==> config.mk <==
export PLATFORM = sky130hd
export DESIGN_NAME = vga_timing_gen
export DESIGN_NICKNAME = d
export VERILOG_FILES = /design/src/rtl/vga_timing_gen.sv
export SDC_FILE = /design/constraint.sdc
export NUM_CORES = 1
export LEC_CHECK = 0
export ABC_AREA = 1
export CAP_MARGIN = 20
export CORE_MARGIN = 1.5
export CORE_UTILIZATION = 46
export CTS_BUF_LIST = sky130_fd_sc_hd__clkbuf_2 sky130_fd_sc_hd__clkbuf_4 sky130_fd_sc_hd__clkbuf_8
export DETAILED_ROUTE_END_ITERATION = 16
export GPL_ROUTABILITY_DRIVEN = 0
export PLACE_DENSITY = 0.79
export SLEW_MARGIN = 10
export SYNTH_ARGS = -nofsm -noshare
export SYNTH_HDL_FRONTEND = slang
export SYNTH_SLANG_ARGS = --single-unit
==> constraint.sdc <==
create_clock -name clk -period 1.3 [get_ports clk]
set_input_delay 0.195 -clock clk [delete_from_list [all_inputs] [get_ports clk]]
set_output_delay 0.195 -clock clk [all_outputs]
set_load 0.05 [all_outputs]
==> src/rtl/vga_timing_gen.sv <==
`default_nettype none
// ============================================================================
// Module   : vga_timing_gen
// Brief    : Parametrised VGA raster generator. Four-phase horizontal and
//            vertical timing, configurable sync polarity, pixel clock-enable
//            and a latency-matched pixel request/return pipeline.
//            Optional build macro VGA_TEST_PATTERN_EN adds the pat_sel input
//            and an eight-bar colour test pattern generator.
// Revision : 1.0 - initial release
// ============================================================================
module vga_timing_gen #(
    parameter int H_ACTIVE = 640,
    parameter int H_FP     = 16,
    parameter int H_SYNC   = 96,
    parameter int H_BP     = 48,
    parameter int V_ACTIVE = 480,
    parameter int V_FP     = 10,
    parameter int V_SYNC   = 2,
    parameter int V_BP     = 33,
    parameter int HS_POL   = 0,
    parameter int VS_POL   = 0,
    parameter int PIX_LAT  = 1,
    parameter int CNT_W    = 10,
    parameter int R_W      = 3,
    parameter int G_W      = 3,
    parameter int B_W      = 2
) (
    input  logic                   clk,
    input  logic                   rst,
    input  logic                   ce,
`ifdef VGA_TEST_PATTERN_EN
    input  logic                   pat_sel,
`endif
    input  logic [R_W+G_W+B_W-1:0] pix_data,
    output logic                   req,
    output logic [CNT_W-1:0]       x,
    output logic [CNT_W-1:0]       y,
    output logic                   frame_start,
    output logic                   hsync,
    output logic                   vsync,
    output logic                   de,
    output logic [R_W-1:0]         red,
    output logic [G_W-1:0]         green,
    output logic [B_W-1:0]         blue
);

    localparam int c_PIX_W   = R_W + G_W + B_W;
    localparam int c_H_TOTAL = H_ACTIVE + H_FP + H_SYNC + H_BP;
    localparam int c_V_TOTAL = V_ACTIVE + V_FP + V_SYNC + V_BP;

    // Comparison constants are one bit wider than the counters so that a
    // boundary equal to 2**CNT_W is still representable.
    localparam int c_HL_I  = c_H_TOTAL - 1;
    localparam int c_VL_I  = c_V_TOTAL - 1;
    localparam int c_HA_I  = H_ACTIVE;
    localparam int c_VA_I  = V_ACTIVE;
    localparam int c_HSB_I = H_ACTIVE + H_FP;
    localparam int c_HSE_I = H_ACTIVE + H_FP + H_SYNC;
    localparam int c_VSB_I = V_ACTIVE + V_FP;
    localparam int c_VSE_I = V_ACTIVE + V_FP + V_SYNC;

    localparam logic [CNT_W:0] c_H_LAST = c_HL_I[CNT_W:0];
    localparam logic [CNT_W:0] c_V_LAST = c_VL_I[CNT_W:0];
    localparam logic [CNT_W:0] c_H_ACT  = c_HA_I[CNT_W:0];
    localparam logic [CNT_W:0] c_V_ACT  = c_VA_I[CNT_W:0];
    localparam logic [CNT_W:0] c_HS_BEG = c_HSB_I[CNT_W:0];
    localparam logic [CNT_W:0] c_HS_END = c_HSE_I[CNT_W:0];
    localparam logic [CNT_W:0] c_VS_BEG = c_VSB_I[CNT_W:0];
    localparam logic [CNT_W:0] c_VS_END = c_VSE_I[CNT_W:0];

    localparam logic [CNT_W-1:0] c_ONE = {{(CNT_W-1){1'b0}}, 1'b1};

    localparam logic c_HS_ON = (HS_POL != 0);
    localparam logic c_VS_ON = (VS_POL != 0);

`ifdef VGA_TEST_PATTERN_EN
    // Stage-0 bundle: {pat_sel, bar colour, act, hs0, vs0}
    localparam int c_SH_W = 4 + c_PIX_W;
`else
    // Stage-0 bundle: {act, hs0, vs0}
    localparam int c_SH_W = 3;
`endif

    logic [CNT_W-1:0]   r_hcnt;
    logic [CNT_W-1:0]   r_vcnt;
    logic [CNT_W:0]     w_h;
    logic [CNT_W:0]     w_v;
    logic               w_act;
    logic               w_hs0;
    logic               w_vs0;
    logic [c_SH_W-1:0]  w_st0;
    logic [c_SH_W-1:0]  w_st_d;
    logic               w_act_d;
    logic               w_hs_d;
    logic               w_vs_d;
    logic [c_PIX_W-1:0] w_pix;

    logic               r_de;
    logic               r_hs;
    logic               r_vs;
    logic [c_PIX_W-1:0] r_rgb;

    assign w_h = {1'b0, r_hcnt};
    assign w_v = {1'b0, r_vcnt};

    // Raster position counters: pixel counter wraps each line, line counter each frame
    always_ff @(posedge clk or negedge rst) begin
        if (!rst) begin
            r_hcnt <= '0;
            r_vcnt <= '0;
        end else if (ce) begin
            if (w_h == c_H_LAST) begin
                r_hcnt <= '0;
                if (w_v == c_V_LAST) begin
                    r_vcnt <= '0;
                end else begin
                    r_vcnt <= r_vcnt + c_ONE;
                end
            end else begin
                r_hcnt <= r_hcnt + c_ONE;
            end
        end
    end

    // Stage-0 decode of the current raster position
    assign w_act = (w_h < c_H_ACT) && (w_v < c_V_ACT);
    assign w_hs0 = (w_h >= c_HS_BEG) && (w_h < c_HS_END);
    assign w_vs0 = (w_v >= c_VS_BEG) && (w_v < c_VS_END);

    assign req         = w_act;
    assign x           = r_hcnt;
    assign y           = r_vcnt;
    assign frame_start = (r_hcnt == '0) && (r_vcnt == '0);

`ifdef VGA_TEST_PATTERN_EN
    localparam int c_SEG_I = (H_ACTIVE / 8 > 0) ? (H_ACTIVE / 8) - 1 : 0;
    localparam logic [CNT_W-1:0] c_SEG_LAST = c_SEG_I[CNT_W-1:0];

    logic [CNT_W-1:0]   r_bar_cnt;
    logic [2:0]         r_bar;
    logic [c_PIX_W-1:0] w_bar_rgb;
    logic               w_pat_d;
    logic [c_PIX_W-1:0] w_bar_d;

    // Bar index tracks hcnt: steps every H_ACTIVE/8 pixels, restarts with each line
    always_ff @(posedge clk or negedge rst) begin
        if (!rst) begin
            r_bar_cnt <= '0;
            r_bar     <= 3'd0;
        end else if (ce) begin
            if (w_h == c_H_LAST) begin
                r_bar_cnt <= '0;
                r_bar     <= 3'd0;
            end else if (r_bar_cnt == c_SEG_LAST) begin
                r_bar_cnt <= '0;
                r_bar     <= r_bar + 3'd1;
            end else begin
                r_bar_cnt <= r_bar_cnt + c_ONE;
            end
        end
    end

    assign w_bar_rgb = {{R_W{r_bar[2]}}, {G_W{r_bar[1]}}, {B_W{r_bar[0]}}};
    assign w_st0     = {pat_sel, w_bar_rgb, w_act, w_hs0, w_vs0};
    assign w_pat_d   = w_st_d[c_SH_W-1];
    assign w_bar_d   = w_st_d[c_SH_W-2 -: c_PIX_W];
    assign w_pix     = w_pat_d ? w_bar_d : pix_data;
`else
    assign w_st0 = {w_act, w_hs0, w_vs0};
    assign w_pix = pix_data;
`endif

    assign w_act_d = w_st_d[2];
    assign w_hs_d  = w_st_d[1];
    assign w_vs_d  = w_st_d[0];

    generate
        if (PIX_LAT == 0) begin : g_lat0
            assign w_st_d = w_st0;
        end else begin : g_latn
            logic [c_SH_W-1:0] r_sh [PIX_LAT];

            // Delay line matching the pixel source latency; cleared to inactive on reset
            always_ff @(posedge clk or negedge rst) begin
                if (!rst) begin
                    for (int i = 0; i < PIX_LAT; i++) begin
                        r_sh[i] <= '0;
                    end
                end else if (ce) begin
                    r_sh[0] <= w_st0;
                    for (int i = 1; i < PIX_LAT; i++) begin
                        r_sh[i] <= r_sh[i-1];
                    end
                end
            end

            assign w_st_d = r_sh[PIX_LAT-1];
        end
    endgenerate

    // Output register: applies sync polarity and blanks colour outside the active area
    always_ff @(posedge clk or negedge rst) begin
        if (!rst) begin
            r_de  <= 1'b0;
            r_hs  <= ~c_HS_ON;
            r_vs  <= ~c_VS_ON;
            r_rgb <= '0;
        end else if (ce) begin
            r_de  <= w_act_d;
            r_hs  <= w_hs_d ? c_HS_ON : ~c_HS_ON;
            r_vs  <= w_vs_d ? c_VS_ON : ~c_VS_ON;
            r_rgb <= w_act_d ? w_pix : '0;
        end
    end

    assign de    = r_de;
    assign hsync = r_hs;
    assign vsync = r_vs;
    assign red   = r_rgb[c_PIX_W-1 -: R_W];
    assign green = r_rgb[G_W+B_W-1 -: G_W];
    assign blue  = r_rgb[B_W-1:0];

endmodule
`default_nettype wire

==> results of run 1 <==
-- cell families after synthesis --
logic type                 Yosys count  synth area share
AOI/OAI and AO/OA                   22           0.07867
xor gates and xnor gates             4           0.01933
adders and majority gates            4           0.02761
buffers and inverters               34           0.07660
DFF                                 34            0.4707
and+or+nand+nor                    136            0.3271
-- layer usage --
metal / track usage / vias to the layer above
met5: 0 / -
met4: 0.1406 / 0
met3: 0.06303 / 51
met2: 0.5202 / 161
met1: 0.3333 / 1106
li1: - / 939
-- final cells by class --
cell class | count | area share
Timing Repair Buffer | 93 | 0.3527
Clock buffer | 5 | 0.02025
Sequential cell | 34 | 0.2585
Clock inverter | 3 | 0.01325
Multi-Input combinational cell | 166 | 0.3056
Inverter | 29 | 0.03203
Tap cell | 48 | 0.01767
-- report_power, final --
group	internal, uW	switching, uW	leakage, uW	total [uW]
sequential	1240	184	0.000402	1420
clock	570	438	0.0000504	1010
combinational	1110	1420	0.00119	2530
-- stage by stage --
stage,cells,instance area [um^2]
floorplan,234,1927
global placement,361,3050
detailed placement,361,3050
CTS,372,3231
global route,378,3398
finish,378,3398
-- state kept, by name (all words and copies together) (netlist names) --
register and cells:
x 10, y 10, r_rgb 8, g_latn.r_sh 3
de 1, hsync 1, vsync 1
-- timing repair --
item,4_1_cts,5_1_grt
setup endpoints to repair,16,22
pin swaps,7,11
setup buffers,3,6
resized for setup,15,38
-- how the worst min path moves through the flow --
stage	start	end	slack [ps]	cells after the start
detailed placement	g_latn.r_sh[0]	vsync	440	1
global placement	g_latn.r_sh[1]	hsync	410	1
global route	rst	g_latn.r_sh[2]	300	2
floorplan	rst	de	-100	0
finish	rst	x[6]	270	2
CTS	rst	g_latn.r_sh[2]	280	2
-- cell usage in the layout (no fill, tap or decap), types with 2 or more instances in the layout --
cell type / Yosys / final
buf_6: 1 / 10
nand3_2: 0 / 5
inv_1: 29 / 20
dfrtp_2: 0 / 20
clkbuf_8: 0 / 5
xor2_1: 3 / 3
clkinvlp_4: 0 / 2
o21ai_1: 3 / 4
nand3_1: 25 / 20
nand2_2: 1 / 15
ha_4: 0 / 2
buf_4: 0 / 38
nor3_4: 0 / 3
nand2_1: 78 / 59
buf_12: 0 / 35
dfstp_2: 2 / 2
o21ai_2: 6 / 8
nand4_1: 6 / 6
clkdlybuf4s50_1: 0 / 10
inv_2: 0 / 9
o21ai_0: 9 / 6
nor2_4: 0 / 4
nor2_1: 18 / 10
dfrtp_1: 32 / 12
nor2_2: 1 / 5
nand2_4: 0 / 5
nor3_2: 1 / 2
-- worst max-delay path, delay by kind of cell, from the launching register on --
| kind | cells | cell delay (ps) |
|---|---|---|
| adders and majority gates | 1 | 150 |
| buffers and inverters | 2 | 270 |
| DFF | 1 | 430 |
| and+or+nand+nor | 4 | 470 |
==> out/metrics.cfg, run 1 <==
[clock_network]
cts_tree=yes
ctsLongestPathBuffers=2
h-tree-depth=2
clk_pin_slew_ps=80
clkLatencyLatePin_ps=300
cts_buffers=5
ctsHoldBuffers=0
cts_num_sinks=34
cts-root-buf=clkbuf_8

[die]
coreArea_um2=3716
die_h_um=65.78
die_area_um2=4327
rows=22
initial_core_util=0.4879
die_x_um=65.78
ios=44

[synth]
synth_area_um2=1813
synth.ff_latch_count=34
ys_async_sr_fraction=1.000
syn_area_per_cell_um2=7.748
yosys.area.top_type_share=0.4417
synth_most_common_cell=nand2_1
synth_edf_count=0
synthTopCellsByArea=dfrtp_1 (44%), nand2_1 (16%), nand3_1 (6.9%)
synth_top_area_cell=dfrtp_1
synthFlopType=dfrtp_1
synthTopCellsByCount=nand2_1 (78), dfrtp_1 (32), inv_1 (29)
syn_nets=249
synth-seq-area-share=0.4707
synthCells=234
synth.distinct_cells=26
yosysWarnings=0

[critical_path]
r2r-end=y[9]
worstSetupStartpoint=x[1]
arrival_ps=1610
worstPathMaxFanout=2
critPathSlowestCell=dfrtp_2
crit_chain=inv_1, ha_1, nand2_1, nor2_1, nand2_1, nor3_4, buf_12
max_stage_delay_ps=430
crit_path_end_kind=output pin
cp_common_cell=nand2_1
reg2reg_slack_ps=-210
rr_worst_depth=8
critical_path_class=reg2out
cp-start-kind=flip-flop
cp-endpoint=frame_start
r2r_start=y[1]
cp.required_ps=1110

[global_routing]
grt_usage=0.2935
antenna_found_initial=0
grt.overflow.total=0
grt_max_degree=35
grt_pass1_vias=2123
grt_pass1_wl_um=9597

[drt]
routedWlPerCell_um=20.12
wl_met2_um=3910
firstDrtPassIters=5
drt-initial-drc-count=264
drc=0
drtAntennaViolNets=0
drt-total-wl_um=7606
vias=2257
highest_layer=met4
drt-met1-wl_um=2739
vias_per_cell=5.971
met3_length_um=561

[flow_run]
max_cap_viol_count=0

[sta]
slew_headroom=0.7785
hold_viol=0
whs_ps=268.8
finalSetupViolations=25
fmax_mhz=555.5
worstMarginPinSlew_ps=332.2
post-route-period-util=1.385
post-route-min-period_ps=1800
finClkSkew_ps=8.199
setup_ws_ps=-500.1
setup-tns-final_ps=-3625
maxSlewViolCount=0
rsz0062_at_grt=true

[final_layout]
fin_nets=344
multi_input_area_um2=1039
seqCellArea_um2=878.3
fillCellCount=136
layout-drive-gt1-share=0.5303
diodes=0
fin_util=0.9145
synthToLayoutAreaGrowth_pct=87.44

[outcome]
status=finished with violations
violations=setup timing

[pwr]
irDropWorstVdd_uv=1238
powerDensity_nw_per_um2=1460
leakagePower_uw=0.001640
total_power_uw=4960

[worst_hold_path]
hp-class=in2async

[placed_design]
portBuffers=43
pre_cts_ws_ps=-250.9
dp_hpwl_um=3982

Note: power is estimated with default switching activity, not from simulation.
==> run 2: changes to the inputs <==
--- a/constraint.sdc
+++ b/constraint.sdc
@@ -3,2 +3,2 @@
 set_output_delay 0.195 -clock clk [all_outputs]
-set_load 0.05 [all_outputs]
+set_load 0.005 [all_outputs]
==> out/metrics.cfg, run 2 (synthesized netlist as in run 1, its figures left out) <==
[outcome]
status=finished with violations
violations=setup timing

[pwr]
intPower_uw=2646  ; -9.4%
comb_power_share=0.439  ; -0.071
p_sw_uw=1555  ; -24%
leakagePower_uw=0.001688  ; +3.0%
pwr-share-seq=0.318  ; +0.031
p_sw_frac=0.3702  ; -0.04128
p_clk_frac=0.243  ; +0.040
powerDensity_nw_per_um2=1313  ; -10%
irDropWorstVdd_uv=1308  ; +5.7%

[drt]
drtAntennaViolNets=0  ; unchanged
vias=2224  ; -1.5%
drt-initial-drc-count=216  ; -18%
drt-total-wl_um=7436  ; -2.2%
vias_per_cell=5.602  ; -6.2%
drc=0  ; unchanged
firstDrtPassIters=5  ; unchanged
routedWlPerCell_um=18.73  ; -6.9%

[final_layout]
mostFrequentLayoutCell=nand2_1
synthToLayoutAreaGrowth_pct=76.47
diodes=0  ; unchanged
layout-drive-gt1-share=0.4212  ; -0.1091
final_cells=397  ; +5.0%
layout_common_cells=nand2_1 (64), buf_4 (47), dfrtp_1 (32), inv_1 (21), nand3_1 (20)
fin_nets=363  ; +5.5%
fin_util=0.8609  ; -0.05354

[global_routing]
grt_pass1_wl_um=10290  ; +7.2%
grt_usage=0.3229  ; +0.02935
grt.overflow.total=0  ; unchanged
antenna_found_initial=0  ; unchanged
grt_max_degree=20  ; -43%
grt_pass1_vias=2121  ; -0.094%

[die]
coreArea_um2=3716  ; unchanged
die_h_um=65.78  ; unchanged
die_x_um=65.78  ; unchanged
die_area_um2=4327  ; unchanged
rows=22  ; unchanged
ios=44  ; unchanged
initial_core_util=0.4879  ; unchanged

[clock_network]
ctsLongestPathBuffers=2  ; unchanged
cts_tree=yes
cts_num_sinks=34  ; unchanged
h-tree-depth=2  ; unchanged
ctsHoldBuffers=0  ; unchanged
cts_buffers=5  ; unchanged
clk_pin_slew_ps=90  ; about the same
clkLatencyLatePin_ps=300  ; about the same
cts-root-buf=clkbuf_8

[critical_path]
critical_path_class=reg2out
worstPathMaxFanout=2  ; unchanged
arrival_ps=1490  ; -120 ps
cp-start-kind=flip-flop
r2r_start=x[8]
critPathSlowestCell=dfrtp_1
max_stage_delay_ps=400  ; -30 ps
crit_chain=inv_2, ha_2, nand4_1, nor3_2, buf_2
rr_worst_depth=8  ; unchanged
crit_path_end_kind=output pin
cp.required_ps=1110  ; about the same
reg2reg_slack_ps=-250  ; -40 ps
r2r-end=y[7]

[sta]
fmax_mhz=595.2  ; +7.1%
maxSlewViolCount=0  ; unchanged
post-route-period-util=1.292  ; -0.09221
hold_viol=0  ; unchanged
setup_ws_ps=-380.2  ; +119.9 ps
worstMarginPinSlew_ps=326.0  ; -6.150 ps
post-route-min-period_ps=1680  ; -119.9 ps
finClkSkew_ps=17.86  ; +9.663 ps
slew_headroom=0.7826  ; +0.004099
whs_ps=250.6  ; -18.26 ps
finalSetupViolations=21  ; -16%
rsz0062_at_grt=true

[placed_design]
pre_cts_ws_ps=-467.6  ; -216.7 ps
dp_hpwl_um=3362  ; -16%
portBuffers=43  ; unchanged
place_inst=364  ; +0.83%

[flow_run]
max_cap_viol_count=0  ; unchanged

[worst_hold_path]
hp-class=in2async

==> run 2: changes by cell type in the layout (fill, tap and decap cells not counted), sizes merged, moves of 3 or more <==
cell,delta
dlygate4sd2,+19
buf,-9
clkbuf,+5
clkdlybuf4s15,+3
==> run 2: worst max-delay path, delay by kind of cell (launching register included) <==
family / cells / cell delay, ps
flops: 1 / 400
fa+ha+maj: 1 / 190
simple gates: 2 / 390
buf+inv: 2 / 220
==> run 2: what timing repair did <==
action                                  CTS  global route
pin swaps                                 7            11
setup buffers                            16            10
gates cloned                              2             0
endpoints found under the setup margin   49            36
hold endpoints to repair                  0             0
gates resized for setup                  95            56
==> run 2: worst max-delay path by stage <==
stage / startpoint / to / slack (ps) / depth (start not counted)
floorplan: x[0] / y[7] / 0.2 / 7
global placement: y[6] / frame_start / -470 / 5
detailed placement: y[6] / frame_start / -470 / 5
CTS: y[6] / frame_start / -340 / 5
global route: y[0] / frame_start / -420 / 5
finish: y[0] / frame_start / -380 / 5
==> run 2: per-layer routing <==
metal,global-route usage,up-vias,part of all wire
met4,0.1693,0,0.049
met5,0,-,0
met1,0.3854,1053,0.38
met2,0.5354,154,0.50
li1,-,976,-
met3,0.08007,41,0.078
==> run 2: power by group through the flow <==
stage	clock network, uW	logic, uW	registers, uW
2_1_floorplan	0	377	1430
3_3_place_gp	0	1220	1310
3_5_place_dp	0	1260	1320
4_1_cts	995	1460	1310
5_1_grt	1070	1950	1350
6_report	1020	1840	1340
==> run 2: cell type report <==
cell class                 count  area [um^2]
multi-input combinational    166         1036
timing repair buffer         112         1025
sequential                    34        853.3
fill                         168        516.7
inverter                      29        111.4
clock buffer                   5        68.82
tap                           48        60.06
clock inverter                 3        45.04
==> run 2: stage by stage <==
step	total power (uW)	instance area [um^2]	TNS, ps
2_1_floorplan	1804	1823	0
3_3_place_gp	2536	2626	-4455
3_5_place_dp	2573	2626	-5326
4_1_cts	3760	3018	-2754
5_1_grt	4374	3199	-4866
6_report	4201	3199	-3830
==> run 3: changes to the inputs <==
PLACE_DENSITY = default   (was 0.79)
PLACE_DENSITY_LB_ADDON = 0.25   (was default)
==> out/metrics.cfg, run 3 (synthesized netlist as in run 1, its figures left out) <==
[outcome]
status=finished with violations
violations=setup timing

[final_layout]
mostFrequentLayoutCell=nand2_1
seqCellArea_um2=853.3  ; unchanged
layout-drive-gt1-share=0.4123  ; -0.008947
diodes=0  ; unchanged
fin_util=0.8798  ; +0.01885
synthToLayoutAreaGrowth_pct=80.33
fillCellCount=182  ; +8.3%
fin_nets=373  ; +2.8%
multi_input_area_um2=1023  ; -1.2%
final_cell_area_um2=3269  ; +2.2%
layout_common_cells=nand2_1 (68), buf_4 (56), dfrtp_1 (32), inv_1 (25), nand3_1 (23)

[critical_path]
cp-start-kind=flip-flop
arrival_ps=1410  ; -80 ps
cp.required_ps=1110  ; about the same
critical_path_class=reg2out
crit_family=simple AND/OR/NAND/NOR gates
max_stage_delay_ps=440  ; +40 ps
crit_path_end_kind=output pin
cp_common_cell=nor2_2
worst-path-buf-inv=1  ; -1
critPathSlowestCell=dfrtp_1
crit_chain=nor2_2, nand2_2, nor2_2, nand2_1, nor3_2, buf_2
worstPathMaxFanout=3  ; +1

[clock_network]
cts_num_sinks=34  ; unchanged
h-tree-depth=2  ; unchanged
clk_pin_slew_ps=70  ; -20 ps
cts_buffers=5  ; unchanged
cts-root-buf=clkbuf_8
cts_tree=yes
clkLatencyLatePin_ps=300  ; about the same
ctsLongestPathBuffers=2  ; unchanged

[global_routing]
grt_max_degree=35  ; +75%
antenna_found_initial=0  ; unchanged
grt.overflow.total=0  ; unchanged
grt_usage=0.3097  ; -0.01317
grt_pass1_vias=2130  ; +0.42%
grt_pass1_wl_um=9963  ; -3.1%

[sta]
hold_viol=0  ; unchanged
post-route-period-util=1.235  ; -0.05720
setup_ws_ps=-305.9  ; +74.36 ps
finalSetupViolations=25  ; +19%
worstMarginPinSlew_ps=343.2  ; +17.16 ps
finClkSkew_ps=4.992  ; -12.87 ps
slew_headroom=0.7712  ; -0.01144
fmax_mhz=622.7  ; +4.6%
whs_ps=264.6  ; +14.00 ps
post-route-min-period_ps=1606  ; -74.35 ps
maxSlewViolCount=0  ; unchanged
rsz0062_at_grt=true

[pwr]
leakagePower_uw=0.001722  ; +2.0%
irDropWorstVdd_uv=1527  ; +17%
total_power_uw=4620  ; +10%
powerDensity_nw_per_um2=1413  ; +7.6%

[drt]
drc=0  ; unchanged
firstDrtPassIters=7  ; +2
drt-initial-drc-count=292  ; +35%
vias_per_cell=5.698  ; +1.7%
drt-total-wl_um=7538  ; +1.4%
vias=2319  ; +4.3%
routedWlPerCell_um=18.52  ; -1.1%
drtAntennaViolNets=0  ; unchanged

[placed_design]
dp_hpwl_um=3375  ; +0.38%
dpl-instance-area_um2=2651  ; +0.95%
portBuffers=43  ; unchanged
pre_cts_ws_ps=-456.5  ; +11.14 ps

[flow_run]
max_cap_viol_count=0  ; unchanged

[die]
coreArea_um2=3716  ; unchanged
die_x_um=65.78  ; unchanged
rows=22  ; unchanged
die_area_um2=4327  ; unchanged
die_h_um=65.78  ; unchanged
initial_core_util=0.4879  ; unchanged
ios=44  ; unchanged

[worst_hold_path]
hp-class=in2async

run 3: worst paths after layout:
path	startpoint	to	slack (ps)	cells past startpoint
min	rst	x[2]	260	2
min in group clk	pix_data[4]	r_rgb[4]	450	3
max in group asynchronous	rst	vsync	790	2
max	x[9]	frame_start	-310	6
min reg2reg	g_latn.r_sh[0]	vsync	460	1
max reg2reg	x[3]	x[8]	-270	9
run 3: cell type report:
class | count | share of cell area
Inverter | 29 | 0.03406
Clock inverter | 3 | 0.02105
Clock buffer | 5 | 0.02105
Multi-Input combinational cell | 166 | 0.3130
Sequential cell | 34 | 0.2610
Tap cell | 48 | 0.01837
Timing Repair Buffer | 122 | 0.3314
run 3: power breakdown:
group	internal, uW	switching (uW)	leakage, uW
combinational	1020	1070	0.00122
sequential	1220	115	0.000429
clock	769	436	0.0000683
total	3000	1620	0.00172
run 3: repair_timing:
item	4_1_cts	5_1_grt
cloned	2	0
resized for setup	84	56
endpoints found under the hold margin	0	0
setup buffers	17	16
setup endpoints to repair	48	40
pin swaps	7	14
hold buffers	0	0
run 3: layer usage:
layer	global-route usage	routed length [um]
met4	0.1432	339
met5	0	0
met2	0.5227	3854
met1	0.3689	2803
met3	0.07836	540
run 3: per-stage QoR:
step                TNS (ps)  std cells
floorplan                  0        234
global placement       -2732        364
global route           -5494        407
detailed placement     -3507        364
CTS                    -2478        391
finish                 -3992        407
